$ cat config.mk
export PLATFORM = sky130hd
export DESIGN_NAME = flop_compare_pipe
export DESIGN_NICKNAME = d
export VERILOG_FILES = /design/src/rtl/flop_pkg.sv /design/src/rtl/flop_order_cmp.sv /design/src/rtl/flop_compare_pipe.sv
export SDC_FILE = /design/constraint.sdc
export NUM_CORES = 1
export LEC_CHECK = 0
export BUFFER_PORTS_ARGS = -buffer_cell sky130_fd_sc_hd__buf_2
export CORE_MARGIN = 2
export CORE_UTILIZATION = 35
export CTS_CLUSTER_SIZE = 16
export DETAILED_ROUTE_END_ITERATION = 7
export GPL_ROUTABILITY_DRIVEN = 0
export PLACE_DENSITY = 0.52
export SYNTH_ARGS = -nofsm -noshare
export SYNTH_HDL_FRONTEND = slang
export SYNTH_HIERARCHICAL = 1
export SYNTH_SLANG_ARGS = --single-unit
$ cat constraint.sdc
create_clock -name clk -period 3.7 [get_ports clk]
set_clock_uncertainty 0.2 [all_clocks]
set_input_delay 0.74 -clock clk [delete_from_list [all_inputs] [get_ports clk]]
set_output_delay 0.74 -clock clk [all_outputs]
set_load 0.05 [all_outputs]
$ cat src/rtl/flop_pkg.sv
// Shared definitions for the sign/exponent/mantissa "flop" number format.
// Layout is {sign, exp, man}; field helpers take the value zero-extended to 32 bits.
package flop_pkg;

  localparam int EXP_W_DEF = 4;
  localparam int MAN_W_DEF = 8;

  localparam logic [2:0] MODE_GT  = 3'd0;
  localparam logic [2:0] MODE_LT  = 3'd1;
  localparam logic [2:0] MODE_EQ  = 3'd2;
  localparam logic [2:0] MODE_MAX = 3'd3;
  localparam logic [2:0] MODE_MIN = 3'd4;

  function automatic logic flop_sign(input logic [31:0] x, input int exp_w, input int man_w);
    logic [31:0] t;
    t = x >> (exp_w + man_w);
    return t[0];
  endfunction

  function automatic logic [31:0] flop_exp(input logic [31:0] x, input int exp_w, input int man_w);
    return (x >> man_w) & ((32'd1 << exp_w) - 32'd1);
  endfunction

  function automatic logic [31:0] flop_man(input logic [31:0] x, input int man_w);
    return x & ((32'd1 << man_w) - 32'd1);
  endfunction

endpackage

$ cat src/rtl/flop_order_cmp.sv
// Resolves signed order of two flop values from their pre-computed sign, zero and
// magnitude-compare terms. +0 and -0 compare equal.
module flop_order_cmp (
  input  logic sign_a,
  input  logic sign_b,
  input  logic zero_a,
  input  logic zero_b,
  input  logic mag_gt,
  input  logic mag_eq,
  output logic a_gt_b,
  output logic a_eq_b
);

  always_comb begin
    a_eq_b = (zero_a && zero_b) || ((sign_a == sign_b) && mag_eq);
    if (a_eq_b)
      a_gt_b = 1'b0;
    else if (sign_a != sign_b)
      a_gt_b = !sign_a;
    else if (!sign_a)
      a_gt_b = mag_gt;
    else
      a_gt_b = !mag_gt;  // both negative and unequal: smaller magnitude is greater
  end

endmodule

$ cat src/rtl/flop_compare_pipe.sv
// Two-stage pipelined flop comparator with GT/LT/EQ/MAX/MIN modes, valid/ready
// flow control and a running max/min accumulator on the output side.
module flop_compare_pipe
  import flop_pkg::*;
#(
  parameter  int EXP_W  = EXP_W_DEF,
  parameter  int MAN_W  = MAN_W_DEF,
  localparam int FLOP_W = 1 + EXP_W + MAN_W
) (
  input  logic              clk,
  input  logic              reset,
  input  logic              in_valid,
  output logic              in_ready,
  input  logic [FLOP_W-1:0] first,
  input  logic [FLOP_W-1:0] second,
  input  logic [2:0]        mode,
  output logic              out_valid,
  input  logic              out_ready,
  output logic              out_flag,
  output logic [FLOP_W-1:0] out_value,
  input  logic              acc_clear,
  output logic [FLOP_W-1:0] acc_value,
  output logic              acc_valid
);

  logic              vld_p1_q;
  logic [2:0]        mode_p1_q;
  logic [FLOP_W-1:0] a_p1_q, b_p1_q;
  logic              sa_p1_q, sb_p1_q, za_p1_q, zb_p1_q, mgt_p1_q, meq_p1_q;

  logic              vld_p2_q, flag_p2_q, flag_p2_d;
  logic [2:0]        mode_p2_q;
  logic [FLOP_W-1:0] value_p2_q, value_p2_d;

  logic              acc_vld_q, acc_vld_d;
  logic [FLOP_W-1:0] acc_value_q, acc_value_d;

  logic s2_free, gt_p2, eq_p2, acc_gt, acc_eq;

  assign s2_free  = !vld_p2_q || out_ready;
  assign in_ready = s2_free || !vld_p1_q;

  // S1: capture operands, mode and per-operand pre-compare terms
  always_ff @(posedge clk) begin
    if (in_ready && in_valid) begin
      mode_p1_q <= mode;
      a_p1_q    <= first;
      b_p1_q    <= second;
      sa_p1_q   <= flop_sign(32'(first), EXP_W, MAN_W);
      sb_p1_q   <= flop_sign(32'(second), EXP_W, MAN_W);
      za_p1_q   <= (flop_exp(32'(first), EXP_W, MAN_W) == 32'd0) && (flop_man(32'(first), MAN_W) == 32'd0);
      zb_p1_q   <= (flop_exp(32'(second), EXP_W, MAN_W) == 32'd0) && (flop_man(32'(second), MAN_W) == 32'd0);
      mgt_p1_q  <= first[FLOP_W-2:0] > second[FLOP_W-2:0];
      meq_p1_q  <= first[FLOP_W-2:0] == second[FLOP_W-2:0];
    end
  end

  flop_order_cmp u_cmp_p2 (
    .sign_a (sa_p1_q),
    .sign_b (sb_p1_q),
    .zero_a (za_p1_q),
    .zero_b (zb_p1_q),
    .mag_gt (mgt_p1_q),
    .mag_eq (meq_p1_q),
    .a_gt_b (gt_p2),
    .a_eq_b (eq_p2)
  );

  // S2: resolve order and apply mode
  always_comb begin
    flag_p2_d  = gt_p2;
    value_p2_d = a_p1_q;
    case (mode_p1_q)
      MODE_LT:  flag_p2_d = !gt_p2 && !eq_p2;
      MODE_EQ:  flag_p2_d = eq_p2;
      MODE_MAX: begin
        flag_p2_d  = gt_p2 || eq_p2;
        value_p2_d = flag_p2_d ? a_p1_q : b_p1_q;
      end
      MODE_MIN: begin
        flag_p2_d  = !gt_p2;
        value_p2_d = flag_p2_d ? a_p1_q : b_p1_q;
      end
      default:  flag_p2_d = gt_p2;
    endcase
  end

  flop_order_cmp u_cmp_acc (
    .sign_a (flop_sign(32'(value_p2_q), EXP_W, MAN_W)),
    .sign_b (flop_sign(32'(acc_value_q), EXP_W, MAN_W)),
    .zero_a (value_p2_q[FLOP_W-2:0] == '0),
    .zero_b (acc_value_q[FLOP_W-2:0] == '0),
    .mag_gt (value_p2_q[FLOP_W-2:0] > acc_value_q[FLOP_W-2:0]),
    .mag_eq (value_p2_q[FLOP_W-2:0] == acc_value_q[FLOP_W-2:0]),
    .a_gt_b (acc_gt),
    .a_eq_b (acc_eq)
  );

  always_comb begin
    acc_vld_d   = acc_vld_q;
    acc_value_d = acc_value_q;
    if (acc_clear) begin
      acc_vld_d   = 1'b0;
      acc_value_d = '0;
    end else if (vld_p2_q && out_ready && (mode_p2_q == MODE_MAX || mode_p2_q == MODE_MIN)) begin
      if (!acc_vld_q ||
          ((mode_p2_q == MODE_MAX) ? acc_gt : (!acc_gt && !acc_eq))) begin
        acc_vld_d   = 1'b1;
        acc_value_d = value_p2_q;
      end
    end
  end

  always_ff @(posedge clk or posedge reset) begin
    if (reset) begin
      vld_p1_q    <= 1'b0;
      vld_p2_q    <= 1'b0;
      flag_p2_q   <= 1'b0;
      mode_p2_q   <= MODE_GT;
      value_p2_q  <= '0;
      acc_vld_q   <= 1'b0;
      acc_value_q <= '0;
    end else begin
      if (in_ready)
        vld_p1_q <= in_valid;
      if (s2_free) begin
        vld_p2_q <= vld_p1_q;
        if (vld_p1_q) begin
          flag_p2_q  <= flag_p2_d;
          mode_p2_q  <= mode_p1_q;
          value_p2_q <= value_p2_d;
        end
      end
      acc_vld_q   <= acc_vld_d;
      acc_value_q <= acc_value_d;
    end
  end

  assign out_valid = vld_p2_q;
  assign out_flag  = flag_p2_q;
  assign out_value = value_p2_q;
  assign acc_valid = acc_vld_q;
  assign acc_value = acc_value_q;

endmodule

== After elaboration in Yosys (flattened, before gate mapping) ==
Index checks and enable logic that the tools add are counted.
Word-level totals
  register bits after elaboration: 68
  latch bits: 0
  bits in writable memories: 0
  ROM bits: 0
  logic and storage cells: 86
  memories: 0
Cells by class
  $add $sub $neg: 0
  multipliers: 0
  divide/modulo/power cells: 0
  magnitude comparators: 2
  eq/ne operators: 12
  shift-type cells: 0
  mux-type cells: 17
  bitwise gates (word level): 0
  reductions and logical operators: 39
Operators with widths (count)
  $logic_not 32->1: 4
  $mux 13: 5
  $pmux 13 s2: 1
  $eq 12x12->1: 2
  $gt 12x12->1: 2
  $logic_not 12->1: 2
  $logic_and 1x1->1: 11
  $logic_not 1->1: 11
  $mux 1: 10
  $eq 3x2->1 const B: 3
  $logic_or 1x1->1: 7
  $eq 3x3->1 const B: 2
  $pmux 1 s4: 1
  $reduce_and 2->1: 2
  $reduce_bool 2->1: 2
  $eq 3x1->1 const B: 1
  $eq 1x1->1: 2
  $ne 1x1->1: 2

== Depth between registers and ports, before layout ==
  depth in word-level cells: 12
  mapped depth: 13
  gate-level depth less buffers: 12

== Modules after synthesis ==
Netlist, hierarchy kept.
By module, submodules not included
  flop_compare_pipe: times used 1, cells an instance 288, area each 3360.7 µm²
  flop_order_cmp: times used 2, cells an instance 8, area each 47.5 µm²

== Worst setup path after synthesis ==
Ideal clock, no wire load.
  path kind: flip-flop to flip-flop
  from: register acc_value_q[1], in the netlist acc_value[1]
  to: register acc_value_q[10], in the netlist acc_value[10]
  arrival: 2889 ps
  required time: 3421 ps
  slack: 531 ps
  stages on the path, launching flop included: 14
  path buffers: 1
  cells stage by stage: dfrtp_1 > inv_1 > ha_1 > nor2b_1 > o211ai_1 > a211o_1 > a31oi_1 > o21ai_0 > a32o_1 > nor2_2 > mux2i_1 > a221oi_2 > buf_6 > mux2i_1
Between the ends
  word-level cells in the longest chain between the ends: 11
RTL lines
  start, declared: RTL line flop_compare_pipe.sv:36  | logic [FLOP_W-1:0] acc_value_q, acc_value_d;
  start signal, assigned: RTL line flop_compare_pipe.sv:135  | acc_value_q <= acc_value_d;
  $gt 12x12->1: RTL line flop_compare_pipe.sv:93  | .mag_gt (value_p2_q[FLOP_W-2:0] > acc_value_q[FLOP_W-2:0]),
  $logic_not 1->1: RTL line flop_order_cmp.sv:23  | a_gt_b = !mag_gt;
  $mux 1: RTL line flop_order_cmp.sv:20  | else if (!sign_a)
  $mux 1: RTL line flop_order_cmp.sv:18  | else if (sign_a != sign_b)
  $mux 1 (*): RTL line flop_order_cmp.sv:16  | if (a_eq_b)
  net acc_gt: RTL line flop_compare_pipe.sv:38  | logic s2_free, gt_p2, eq_p2, acc_gt, acc_eq;
  $logic_not 1->1: RTL line flop_compare_pipe.sv:107  | ((mode_p2_q == MODE_MAX) ? acc_gt : (!acc_gt && !acc_eq))) begin
  $logic_and 1x1->1: RTL line flop_compare_pipe.sv:107
  $mux 1 (*): RTL line flop_compare_pipe.sv:107
  $logic_or 1x1->1 (*): RTL line flop_compare_pipe.sv:106  | if (!acc_vld_q ||
  $reduce_bool 2->1 (no source line) (*)
  $reduce_and 2->1 (no source line) (*)
The timed path passes the listed nets; every way through them passes the cells marked *.
A chain may end at the register's enable or synchronous reset.

== Worst setup path after layout ==
  from: register value_p2_q[1], in the netlist out_value[1]
  to: register acc_value_q[3], in the netlist acc_value[3]
Between the ends
  word-level cells in the longest chain between the ends: 11
RTL lines
  start, declared: RTL line flop_compare_pipe.sv:33  | logic [FLOP_W-1:0] value_p2_q, value_p2_d;
  start signal, assigned: RTL line flop_compare_pipe.sv:131  | value_p2_q <= value_p2_d;
  $gt 12x12->1: RTL line flop_compare_pipe.sv:93
  $logic_not 1->1: RTL line flop_order_cmp.sv:23
  $mux 1: RTL line flop_order_cmp.sv:20
  $mux 1: RTL line flop_order_cmp.sv:18
  $mux 1 (*): RTL line flop_order_cmp.sv:16
  net acc_gt: RTL line flop_compare_pipe.sv:38
  $logic_not 1->1: RTL line flop_compare_pipe.sv:107
  $logic_and 1x1->1: RTL line flop_compare_pipe.sv:107
  $mux 1 (*): RTL line flop_compare_pipe.sv:107
  $logic_or 1x1->1 (*): RTL line flop_compare_pipe.sv:106
  $reduce_bool 2->1 (no source line) (*)
  $reduce_and 2->1 (no source line) (*)
Marks and branches as above.

==> impl_metrics.py <==
metrics = {
    "synth": {
        "synthesis.area_mm2": 0.00346,
        "yosys_most_used_dff": "edfxtp_1",
        "synthXorXnorAreaFrac": 0.00760,
        "synth-edff-count": 33,
        "synth.top_cells.by_area": "edfxtp_1, dfrtp_1, ha_1, mux2i_1, nand2b_1",
        "ys_seq_elements": 66,
        "synth_seq_area_share": 0.526,
        "yosys.area.top_type_share": 0.287,
        "synthAdderAreaFrac": 0.0898,
        "muxShareOfSynthArea": 0.0847,
        "synthDistinctLibCells": 39,
        "synth_largest_area_cell": "edfxtp_1",
        "synth_cells": 304,
        "synth_area_per_cell_um2": 11.4,
        "synth_top_family_by_area": "simple AND/OR/NAND/NOR gates",
        "ys_async_sr_fraction": 0.500,
        "synth-simple-area-share": 0.157,
        "synth_warnings": 6,
        "synth-compound-area-share": 0.0894,
        "synthesis.nets": 362,
    },
    "die": {
        "dieArea_mm2": 0.0107,
        "core_area_mm2": 0.00968,
        "rows": 36,
        "initial_core_util": 0.357,
        "die_y_um": 103,
        "io_pins": 64,
        "fp.dieW_um": 103,
    },
    "setup_path": {
        "r2r_start": "out_value[1]",
        "critPathSlowestCell": "dfrtp_1",
        "crit_chain": "ha_1 > nor2b_1 > o211ai_1 > a211o_1 > a31oi_1 > o21ai_0 > a32o_1 > nor2_2 > mux2i_1 > a221oi_2 > buf_4 > mux2i_1",
        "r2r_slack_ns": 0.69,
        "path_common_cell": "mux2i_1",
        "cp.required_ns": 3.76,
        "crit_path_start_kind": "register",
        "critical_path.n_buffers_inverters": 1,
        "crit_fanout": 13,
        "setup.worst_path.end_class": "register",
        "reg2reg_to": "acc_value[3]",
        "max_stage_delay_ns": 0.48,
        "reg2reg_depth": 12,
        "path_class": "reg -> reg",
        "arrival_ns": 3.07,
        "crit_family": "compound AO/OA/AOI/OAI gates",
    },
    "layout": {
        "antenna_cells": 0,
        "fin_nets": 432,
        "fin_area_mm2": 0.00419,
        "drive_above_1_share": 0.237,
        "syn_to_final_growth_pct": 21.4,
        "final_cells": 512,
    },
    "routing": {
        "viasPerCell": 4.79,
        "wire_per_inst_um": 14.1,
        "via_count": 2454,
        "finalWirelength_um": 7210,
        "drtAntennaViolNets": 0,
        "dr.pass1.iters": 4,
        "route.detailed.drc": 0,
        "drt-initial-drc-count": 91,
    },
    "clock_network": {
        "cts_hold_buffers": 0,
        "numClockSinks": 66,
        "cts_tree": "built",
        "cts_max_level": 3,
        "clk_pin_slew_ns": 0.08,
        "insertion_delay_ns": 0.33,
        "clockBufferDepth": 2,
        "root_buffer": "clkbuf_8",
        "cts_resized": 0,
        "post_cts_buffers": 0,
        "cts_buffers": 9,
    },
    "worst_hold_path": {
        "holdPathEnd": "out_valid",
        "min-delay-start": "vld_p1_q",
        "hold_class": "reg -> reg",
        "holdPathStages": 1,
    },
    "sta": {
        "worst_pin_slew_ns": 0.815,
        "layout_min_cycle_time_ns": 3.01,
        "max_clock_freq_mhz": 332,
        "hold_viol": 0,
        "finalCritPeriodShare": 0.815,
        "rsz0062_at_grt": "false",
        "relSlewSlack": 0.457,
        "setup_viol_count_final": 0,
        "report.final.slew_viol_count": 0,
        "setup_tns_ns": 0,
    },
    "placement": {
        "placed_area_mm2": 0.00392,
        "port_buffers": 63,
        "placed_cells": 496,
        "hpwl_um": 5500,
    },
    "power_and_ir_drop": {
        "total_power_uw": 2230,
        "ir_drop_uv": 196,
        "p_per_area_mw_per_mm2": 532,
        "leakage_uw": 0.00181,
    },
    "global_route": {
        "grt_pass1_wl_um": 11600,
        "grt_usage": 0.144,
        "top_usage_layer": "met2",
        "grt_pass1_vias": 2294,
        "grt_max_degree": 34,
        "grt_use_met2": 0.221,
        "met1_usage": 0.202,
        "grt_use_met3": 0.0282,
        "antenna_found_initial": 0,
        "overflow": 0,
    },
    "outcome": {
        "status": "completed",
    },
    "flow_run": {
        "drv_cap": 0,
    },
}
## cell usage in the layout (no fill, tap or decap), types with 2 or more instances in the layout
cell | netlist | routed
buf_2 | 0 | 63
edfxtp_1 | 33 | 33
dfrtp_1 | 33 | 33
nand2b_1 | 31 | 31
inv_1 | 29 | 29
mux2i_1 | 27 | 27
nand2_1 | 24 | 24
ha_1 | 24 | 24
o21ai_1 | 18 | 18
nor4_1 | 12 | 12
a21oi_1 | 12 | 12
clkbuf_8 | 0 | 10
nand4_1 | 6 | 6
and3_1 | 4 | 4
bufinv_16 | 0 | 4
buf_4 | 1 | 4
o21ai_0 | 4 | 4
nor2_1 | 3 | 3
nor2b_1 | 3 | 3
a32o_1 | 3 | 3
xor2_1 | 3 | 3
o21a_1 | 2 | 2
nor3_1 | 2 | 2
o211ai_1 | 2 | 2
a211o_1 | 2 | 2
nand3_1 | 2 | 2
a31oi_1 | 2 | 2
mux2_2 | 2 | 2
clkinv_4 | 0 | 2
a21boi_0 | 2 | 2
## final cells by class
cell class | count | area (um2)
Clock buffer | 10 | 138
Clock inverter | 6 | 138
Fill cell | 978 | 5490
Inverter | 29 | 109
Multi-Input combinational cell | 201 | 1480
Sequential cell | 66 | 1820
Tap cell | 133 | 166
Timing Repair Buffer | 67 | 345
## layer usage
metal  vias up  routed length, um
met3        10                296
met5         -                  0
met4         0                118
met2        60               3250
li1       1229                  -
met1      1155               3540
## power by group
part	switching (uW)	internal (uW)	leakage, uW
logic	321	167	0.000931
registers	73.1	844	0.000742
clock network	290	537	0.000137
total	684	1550	0.00181
## worst register-to-register path: cells and delay by family (launching register included)
kind | cells | cell delay (ns)
simple gates | 2 | 0.20
flops | 1 | 0.48
mux | 2 | 0.31
fa+ha+maj | 1 | 0.33
compound gates | 6 | 1.13
buf+inv | 1 | 0.29
## cells in the mapped netlist, drive strengths merged, types with 2 or more instances
master,n
nand2b,31
a21boi,2
dfrtp,33
nor4,12
inv,29
ha,24
mux2,2
edfxtp,33
nand3,2
xor2,3
a21oi,12
clkbuf,5
nor2,4
nor3,2
a32o,3
nand3b,2
o21ai,22
mux2i,27
a31oi,2
and3,4
nor2b,3
nand2,24
o211ai,2
nand4,6
a211o,2
o21a,2
buf,3
## worst max path at each step
stage	from	to	slack (ns)	depth (start not counted)
floorplan	acc_value[1]	acc_value[10]	0.53	13
global placement	out_value[1]	acc_value[11]	0.78	12
detailed placement	out_value[1]	acc_value[3]	0.71	12
CTS	out_value[1]	acc_value[3]	0.69	12
global route	out_value[1]	acc_value[12]	0.45	12
finish	out_value[1]	acc_value[3]	0.69	12
## cell families (layout without fill, tap and decap cells)
| kind of cell | after synthesis | count (layout) |
|---|---|---|
| multiplexers | 29 | 29 |
| AND/OR/NAND/NOR | 94 | 94 |
| AO/OA/AOI/OAI | 50 | 50 |
| adder cells (fa/ha/maj) | 25 | 25 |
| XOR/XNOR | 3 | 3 |
| buffers and inverters | 37 | 112 |
| flip-flops | 66 | 66 |
## flip-flops by register name (all words and copies together) (netlist names), 3 cells and up
name and flops:
a_p1_q 13, acc_value 13, b_p1_q 13, out_value 13
mode_p1_q 3, mode_p2_q 3
## metrics by stage
| stage | worst slack (ns) | utilization | hold WS, ns |
|---|---|---|---|
| 2_1_floorplan | 0.531 | - | 0.257 |
| 3_3_place_gp | 0.782 | 0.405 | 0.266 |
| 3_5_place_dp | 0.706 | 0.405 | 0.279 |
| 4_1_cts | 0.688 | 0.433 | 0.295 |
| 5_1_grt | 0.449 | 0.433 | 0.318 |
| 6_report | 0.685 | 0.433 | 0.289 |
No activity file was read; power rests on OpenSTA's default activity.
